**config.mk**
```make
export PLATFORM = sky130hd
export DESIGN_NAME = avalon_packet_sorter
export DESIGN_NICKNAME = d
export VERILOG_FILES = /design/src/rtl/avalon_sort_pkg.sv /design/src/rtl/sort_cmp_swap.sv /design/src/rtl/avalon_packet_sorter.sv
export SDC_FILE = /design/constraint.sdc
export NUM_CORES = 1
export LEC_CHECK = 0
export ABC_AREA = 0
export BUFFER_PORTS_ARGS = -buffer_cell sky130_fd_sc_hd__buf_2
export CAP_MARGIN = 25
export CORE_MARGIN = 2
export CORE_UTILIZATION = 30
export CTS_CLUSTER_SIZE = 30
export DETAILED_ROUTE_END_ITERATION = 10
export GPL_TIMING_DRIVEN = 0
export RECOVER_POWER = 25
export SYNTH_ARGS = -nofsm -noshare
export SYNTH_HDL_FRONTEND = slang
export SYNTH_SLANG_ARGS = --single-unit
```
**constraint.sdc**
```tcl
create_clock -name clk_i -period 7.4 [get_ports clk_i]
set_clock_uncertainty 0.2 [all_clocks]
set_input_delay 0 -clock clk_i [delete_from_list [all_inputs] [get_ports clk_i]]
set_output_delay 0 -clock clk_i [all_outputs]
set_load 0.01 [all_outputs]
```
**src/rtl/avalon_sort_pkg.sv**
```systemverilog
// Shared types and helpers for the Avalon-ST packet sorter: FSM states,
// counter sizing and the compare-exchange decision.
package avalon_sort_pkg;

    typedef enum logic [1:0] {
        IDLE_S      = 2'd0,
        RECEIVING_S = 2'd1,
        SORTING_S   = 2'd2,
        SENDING_S   = 2'd3
    } state_e;

    // Words are zero-extended to this width before comparison, so DWIDTH <= 64.
    localparam int CMP_MAX_W           = 64;
    localparam int MAX_PKT_LEN_DEFAULT = 16;
    localparam int CNT_W_DEFAULT       = $clog2(MAX_PKT_LEN_DEFAULT + 1);

    function automatic int cnt_width(input int max_len);
        return $clog2(max_len + 1);
    endfunction

    // Strict comparison keeps equal neighbours in place.
    function automatic logic cmp_swap(input logic [CMP_MAX_W-1:0] a,
                                      input logic [CMP_MAX_W-1:0] b,
                                      input logic                 descending);
        logic swap;
        if (descending) begin
            swap = (a < b);
        end else begin
            swap = (a > b);
        end
        return swap;
    endfunction

endpackage

```
**src/rtl/sort_cmp_swap.sv**
```systemverilog
// One compare-exchange cell of the odd-even transposition network.
module sort_cmp_swap
    import avalon_sort_pkg::*;
#(
    parameter int DWIDTH     = 10,
    parameter bit DESCENDING = 1'b0
) (
    input  logic [DWIDTH-1:0] a,
    input  logic [DWIDTH-1:0] b,
    output logic [DWIDTH-1:0] a_sorted,
    output logic [DWIDTH-1:0] b_sorted
);

    logic swap_s;

    // Order the pair so a_sorted precedes b_sorted in output order.
    always_comb begin
        swap_s = cmp_swap(CMP_MAX_W'(a), CMP_MAX_W'(b), DESCENDING);
        if (swap_s) begin
            a_sorted = b;
            b_sorted = a;
        end else begin
            a_sorted = a;
            b_sorted = b;
        end
    end

endmodule

```
**src/rtl/avalon_packet_sorter.sv**
```systemverilog
// Avalon-ST packet sorter: buffers one packet, sorts it in place with one
// odd-even transposition pass per cycle, then streams it out.
module avalon_packet_sorter
    import avalon_sort_pkg::*;
#(
    parameter int DWIDTH      = 10,
    parameter int MAX_PKT_LEN = MAX_PKT_LEN_DEFAULT,
    parameter bit DESCENDING  = 1'b0
) (
    input  logic              clk_i,
    input  logic              srst_i,
    input  logic [DWIDTH-1:0] snk_data_i,
    input  logic              snk_startofpacket_i,
    input  logic              snk_endofpacket_i,
    input  logic              snk_valid_i,
    output logic              snk_ready_o,
    output logic [DWIDTH-1:0] src_data_o,
    output logic              src_startofpacket_o,
    output logic              src_endofpacket_o,
    output logic              src_valid_o,
    input  logic              src_ready_i,
    output logic              trunc_o
);

    localparam int CW = cnt_width(MAX_PKT_LEN);
    localparam int IW = $clog2(MAX_PKT_LEN);
    localparam logic [CW-1:0] CNT_ZERO = {CW{1'b0}};
    localparam logic [CW-1:0] CNT_ONE  = CW'(1);
    localparam logic [CW-1:0] LEN_MAX  = CW'(MAX_PKT_LEN);

    state_e            state_r;
    state_e            state_nxt_s;
    logic [CW-1:0]     len_r;
    logic [CW-1:0]     rd_idx_r;
    logic [CW-1:0]     pass_r;
    logic              trunc_r;
    logic              trunc_seen_r;
    logic [DWIDTH-1:0] buf_r [MAX_PKT_LEN];
    logic [DWIDTH-1:0] lo_s  [MAX_PKT_LEN-1];
    logic [DWIDTH-1:0] hi_s  [MAX_PKT_LEN-1];

    logic snk_ready_s, src_valid_s, snk_xfer_s, src_xfer_s;
    logic len_full_s, last_pass_s, last_word_s;

    assign snk_ready_s = (state_r == IDLE_S) || (state_r == RECEIVING_S);
    assign src_valid_s = (state_r == SENDING_S);
    assign snk_xfer_s  = snk_valid_i && snk_ready_s;
    assign src_xfer_s  = src_valid_s && src_ready_i;
    assign len_full_s  = (len_r == LEN_MAX);
    assign last_pass_s = ((pass_r + CNT_ONE) == len_r);
    assign last_word_s = ((rd_idx_r + CNT_ONE) == len_r);

    for (genvar g = 0; g < MAX_PKT_LEN - 1; g++) begin : g_cell
        sort_cmp_swap #(
            .DWIDTH     (DWIDTH),
            .DESCENDING (DESCENDING)
        ) u_cell (
            .a        (buf_r[g]),
            .b        (buf_r[g+1]),
            .a_sorted (lo_s[g]),
            .b_sorted (hi_s[g])
        );
    end

    // Next-state decode.
    always_comb begin
        state_nxt_s = state_r;
        case (state_r)
            IDLE_S: begin
                if (snk_xfer_s && snk_startofpacket_i) begin
                    state_nxt_s = snk_endofpacket_i ? SORTING_S : RECEIVING_S;
                end else begin
                    state_nxt_s = IDLE_S;
                end
            end
            RECEIVING_S: begin
                if (snk_xfer_s && snk_endofpacket_i) begin
                    state_nxt_s = SORTING_S;
                end else begin
                    state_nxt_s = RECEIVING_S;
                end
            end
            SORTING_S: begin
                if (last_pass_s) begin
                    state_nxt_s = SENDING_S;
                end else begin
                    state_nxt_s = SORTING_S;
                end
            end
            SENDING_S: begin
                if (src_xfer_s && last_word_s) begin
                    state_nxt_s = IDLE_S;
                end else begin
                    state_nxt_s = SENDING_S;
                end
            end
            default: state_nxt_s = IDLE_S;
        endcase
    end

    // State register, length/pass/read counters and truncation pulse.
    always_ff @(posedge clk_i) begin
        if (srst_i) begin
            state_r      <= IDLE_S;
            len_r        <= CNT_ZERO;
            rd_idx_r     <= CNT_ZERO;
            pass_r       <= CNT_ZERO;
            trunc_r      <= 1'b0;
            trunc_seen_r <= 1'b0;
        end else begin
            state_r <= state_nxt_s;
            trunc_r <= 1'b0;
            case (state_r)
                IDLE_S: begin
                    pass_r   <= CNT_ZERO;
                    rd_idx_r <= CNT_ZERO;
                    if (snk_xfer_s && snk_startofpacket_i) begin
                        len_r        <= CNT_ONE;
                        trunc_seen_r <= 1'b0;
                    end
                end
                RECEIVING_S: begin
                    pass_r <= CNT_ZERO;
                    if (snk_xfer_s) begin
                        if (snk_startofpacket_i) begin
                            len_r        <= CNT_ONE;
                            trunc_seen_r <= 1'b0;
                        end else if (!len_full_s) begin
                            len_r <= len_r + CNT_ONE;
                        end else if (!snk_endofpacket_i && !trunc_seen_r) begin
                            trunc_r      <= 1'b1;
                            trunc_seen_r <= 1'b1;
                        end
                    end
                end
                SORTING_S: begin
                    if (last_pass_s) begin
                        pass_r   <= CNT_ZERO;
                        rd_idx_r <= CNT_ZERO;
                    end else begin
                        pass_r <= pass_r + CNT_ONE;
                    end
                end
                SENDING_S: begin
                    if (src_xfer_s) begin
                        if (last_word_s) begin
                            rd_idx_r <= CNT_ZERO;
                            len_r    <= CNT_ZERO;
                        end else begin
                            rd_idx_r <= rd_idx_r + CNT_ONE;
                        end
                    end
                end
                default: pass_r <= CNT_ZERO;
            endcase
        end
    end

    // Packet buffer: sink writes, then one transposition pass per sort cycle.
    always_ff @(posedge clk_i) begin
        case (state_r)
            IDLE_S: begin
                if (snk_xfer_s && snk_startofpacket_i) begin
                    buf_r[0] <= snk_data_i;
                end
            end
            RECEIVING_S: begin
                if (snk_xfer_s) begin
                    if (snk_startofpacket_i) begin
                        buf_r[0] <= snk_data_i;
                    end else if (!len_full_s) begin
                        buf_r[len_r[IW-1:0]] <= snk_data_i;
                    end
                end
            end
            SORTING_S: begin
                // Pair i participates when its parity matches the pass and i+1 < len.
                for (int i = 0; i < MAX_PKT_LEN - 1; i++) begin
                    if ((1'(i) == pass_r[0]) && (CW'(i + 1) < len_r)) begin
                        buf_r[i]   <= lo_s[i];
                        buf_r[i+1] <= hi_s[i];
                    end
                end
            end
            default: begin
            end
        endcase
    end

    assign snk_ready_o         = snk_ready_s;
    assign src_valid_o         = src_valid_s;
    assign src_data_o          = src_valid_s ? buf_r[rd_idx_r[IW-1:0]] : {DWIDTH{1'b0}};
    assign src_startofpacket_o = src_valid_s && (rd_idx_r == CNT_ZERO);
    assign src_endofpacket_o   = src_valid_s && last_word_s;
    assign trunc_o             = trunc_r;

endmodule

```
==> summary.md <==
### Setup path
• **endpoint type of the worst setup path** flop
• **Max Fanout on Critical Path** 10
• **depth of the worst register-to-register path** 11
• **RR Endpoint** buf_r[8][3]
• **startpoint of the worst-slack reg-to-reg timing path** len_r[1]
• **critical path launch point type** flop
• **setup slack of the worst register-to-register path** 3220 ps
• **Worst EP arrival** 4140 ps
• **critical path required time** 7360 ps
• **critical setup path kind** reg -> reg

### Yosys
• **number of enable-type register cells in the synthesized netlist** 160
• **Post-synth ARST share** 0%
• **Syn Nets** 1696
• **post-synthesis cell type count** 60
• **post-synthesis sequential element count** 183
• **gate count after technology mapping** 1518
• **sequential cell area fraction in the yosys report** 36.5%
• **post-synthesis instance area** 14400 sq um
• **YS warnings** 0
• **dominant register cell in the synthesized netlist** sky130_fd_sc_hd__edfxtp_1
• **mean instance size in the synthesized netlist** 9.51 sq um

### Worst hold path
• **cell count of the worst hold path** 2
• **Hold Crit Class** reg -> reg
• **start point of the worst min-delay path** trunc_seen_r
• **Endpoint, Worst Hold** trunc_seen_r

### Detailed routing
• **number of search-and-repair iterations in the first detailed-routing pass** 5
• **DR iter-0 viols** 1258
• **routed wire length per instance** 21.9 um
• **average via count per standard cell** 5.65
• **residual antenna-violating net count after detailed routing** 0
• **Detailed Route WL** 48700 um
• **residual DRC count** 0
• **detailed-route via count** 12600

### Global route
• **met2 layer usage reported by global route** 31.1%
• **sum of overflow across all layers after global routing** 0
• **largest net degree at the start of global routing** 18
• **first-pass GRT wire length** 73700 um
• **vias in the first global route** 12100
• **busiest grt layer** met2
• **met1 track demand over resource** 26.7%
• **Global Route met3 Usage** 3.96%
• **initial antenna violation count** 0
• **Overall Global Routing Usage** 19.5%

### STA
• **slew margin rel.** 24.5%
• **number of hold violations in the final report** 0
• **slew at the pin with the worst max-slew slack** 1130 ps
• **final worst-path cycle share** 56.4%
• **setup TNS after final layout** 0 ps
• **final worst setup slack** 3220 ps
• **endpoints failing setup** 0
• **maximum clock frequency** 239 MHz
• **setup repair after global routing missed its margin** false
• **Pins Over Slew Limit** 0
• **final critical-path required period** 4180 ps
• **final worst hold slack** 321 ps

### Clocking
• **clock tree from TritonCTS** yes
• **deepest level of the CTS H-tree** 4
• **Max Buffers Root-to-Sink** 2
• **Sinks on Clock Net** 183
• **Inserted Clock Buffers** 17
• **Post-CTS Setup Inserts** 0
• **clock-pin slew on the worst setup and hold paths** 70 ps
• **root buf cell** sky130_fd_sc_hd__clkbuf_16
• **clock latency on the worst-skew pair** 460 ps

### Place
• **area of placed instances** 15400 sq um
• **worst setup timing slack at the placement stage** 3330 ps
• **IO buf count** 30
• **instance count after placement with tap cells included** 2168
• **final RePlAce weighted congestion** 0.966
• **HPWL reported at the end of detailed placement** 38300 um

### Layout
• **summed area of non-filler cells in the final layout** 16200 sq um
• **layout overhead on the synthesized area** 12.5%
• **net total in the final layout** 1772
• **leading cell types in the layout, fill and taps excluded** sky130_fd_sc_hd__inv_1 (175), sky130_fd_sc_hd__nor2_1 (162), sky130_fd_sc_hd__ha_1 (162)
• **Post-Route Utilization** 34.1%
• **total inserted antenna cells** 0
• **most frequent standard cell in the layout excluding fill and tap cells** sky130_fd_sc_hd__inv_1
• **number of standard cells in the final layout excluding fillers** 2222
• **fraction of final layout cells sized beyond drive strength 1** 9.27%

### Pwr
• **worst supply voltage drop on vdd** 168 uV
• **Power Total** 2.21 mW
• **power density of the placed cells** 136 nW/um^2
• **Static Leak** 6.59 nW

### Job
• **reported max-cap violation count** 0

### Die
• **I/O pin count** 31
• **die outline area** 49900 sq um
• **Die X** 223 um
• **Rows** 80
• **Die Span Y** 223 um
• **initial core utilization** 30.3%
• **Core ar.** 47600 sq um

### Run status
• **outcome** complete, no violations

==> synth_stat cells (17+ instances only) <==
| master | number | area, sq um |
|---|---|---|
| sky130_fd_sc_hd__o221ai_1 | 29 | 254 |
| sky130_fd_sc_hd__nor2b_1 | 28 | 175 |
| sky130_fd_sc_hd__edfxtp_1 | 160 | 4800 |
| sky130_fd_sc_hd__a21oi_1 | 153 | 766 |
| sky130_fd_sc_hd__nor2_1 | 162 | 608 |
| sky130_fd_sc_hd__a21o_1 | 34 | 255 |
| sky130_fd_sc_hd__nand2_1 | 110 | 413 |
| sky130_fd_sc_hd__dfxtp_1 | 23 | 460 |
| sky130_fd_sc_hd__mux4_2 | 50 | 1130 |
| sky130_fd_sc_hd__nand3_1 | 28 | 140 |
| sky130_fd_sc_hd__a221oi_1 | 19 | 166 |
| sky130_fd_sc_hd__ha_1 | 162 | 2030 |
| sky130_fd_sc_hd__nand4_1 | 30 | 188 |
| sky130_fd_sc_hd__mux2i_1 | 58 | 581 |
| sky130_fd_sc_hd__o21ai_0 | 60 | 300 |
| sky130_fd_sc_hd__clkbuf_1 | 61 | 229 |
| sky130_fd_sc_hd__and2_1 | 17 | 106 |
| sky130_fd_sc_hd__inv_1 | 175 | 657 |
==> registers in the layout (all words and copies together), names as in the netlist, named ones only <==
register	cells
trunc_seen_r	1
pass_r	5
state_r	2
buf_r	160
trunc_o	1
len_r	5
rd_idx_r	5
==> cell families after synthesis <==
group,synth area share (%)
AO/OA/AOI/OAI,16.4
XOR/XNOR,0.668
adder cells (fa/ha/maj),14.0
buffers and inverters,6.83
flip-flops,36.5
multiplexers,12.4
AND/OR/NAND/NOR,13.2
==> power breakdown <==
part           leakage [nW]  total (mW)  internal (mW)  switching, mW
registers              1.63        1.12           1.12        0.00534
logic                  4.67       0.141         0.0522         0.0891
clock network         0.292       0.947          0.495          0.452
total                  6.59        2.21           1.67          0.547
==> worst max-delay path by stage <==
stage	cells past startpoint	start	slack, ps	to
floorplan	10	len_r[1]	3990	buf_r[8][0]
global placement	9	len_r[1]	2870	buf_r[11][5]
detailed placement	11	len_r[1]	3330	buf_r[8][4]
CTS	11	len_r[1]	3300	buf_r[8][7]
global route	11	len_r[1]	3040	buf_r[8][6]
finish	11	len_r[1]	3220	buf_r[8][3]
==> critical path: stages, from the launching register on <==
cell,delay [ps]
sky130_fd_sc_hd__dfxtp_1,520
sky130_fd_sc_hd__clkbuf_1,400
sky130_fd_sc_hd__inv_1,150
sky130_fd_sc_hd__ha_1,330
sky130_fd_sc_hd__and4bb_1,310
sky130_fd_sc_hd__nor2_1,110
sky130_fd_sc_hd__nand2_1,210
sky130_fd_sc_hd__nor3b_1,500
sky130_fd_sc_hd__nand2_1,180
sky130_fd_sc_hd__buf_2,260
sky130_fd_sc_hd__a31oi_1,450
sky130_fd_sc_hd__buf_4,250
==> metal layers <==
metal / share of wire [%] / vias up / routed length (um)
li1: - / 5727 / -
met1: 43 / 6155 / 20800
met2: 45 / 594 / 21900
met3: 9.4 / 77 / 4590
met4: 2.8 / 0 / 1370
met5: 0 / - / 0
==> area by class of cell <==
class	count	area, sq um
Multi-Input combinational cell	1078	8200
Timing Repair Buffer	57	423
Buffer	82	328
Inverter	175	657
Sequential cell	183	5270
Clock inverter	10	83.8
Tap cell	615	769
Clock buffer	22	507
Fill cell	4886	31400
==> timing repair <==
| action | in CTS | in global routing |
|---|---|---|
| hold buffers | 19 | 0 |
| resized for setup | 0 | 0 |
| hold endpoints to repair | 69 | 0 |
| endpoints found under the setup margin | 0 | 0 |
No activity file was read; power rests on OpenSTA's default activity.
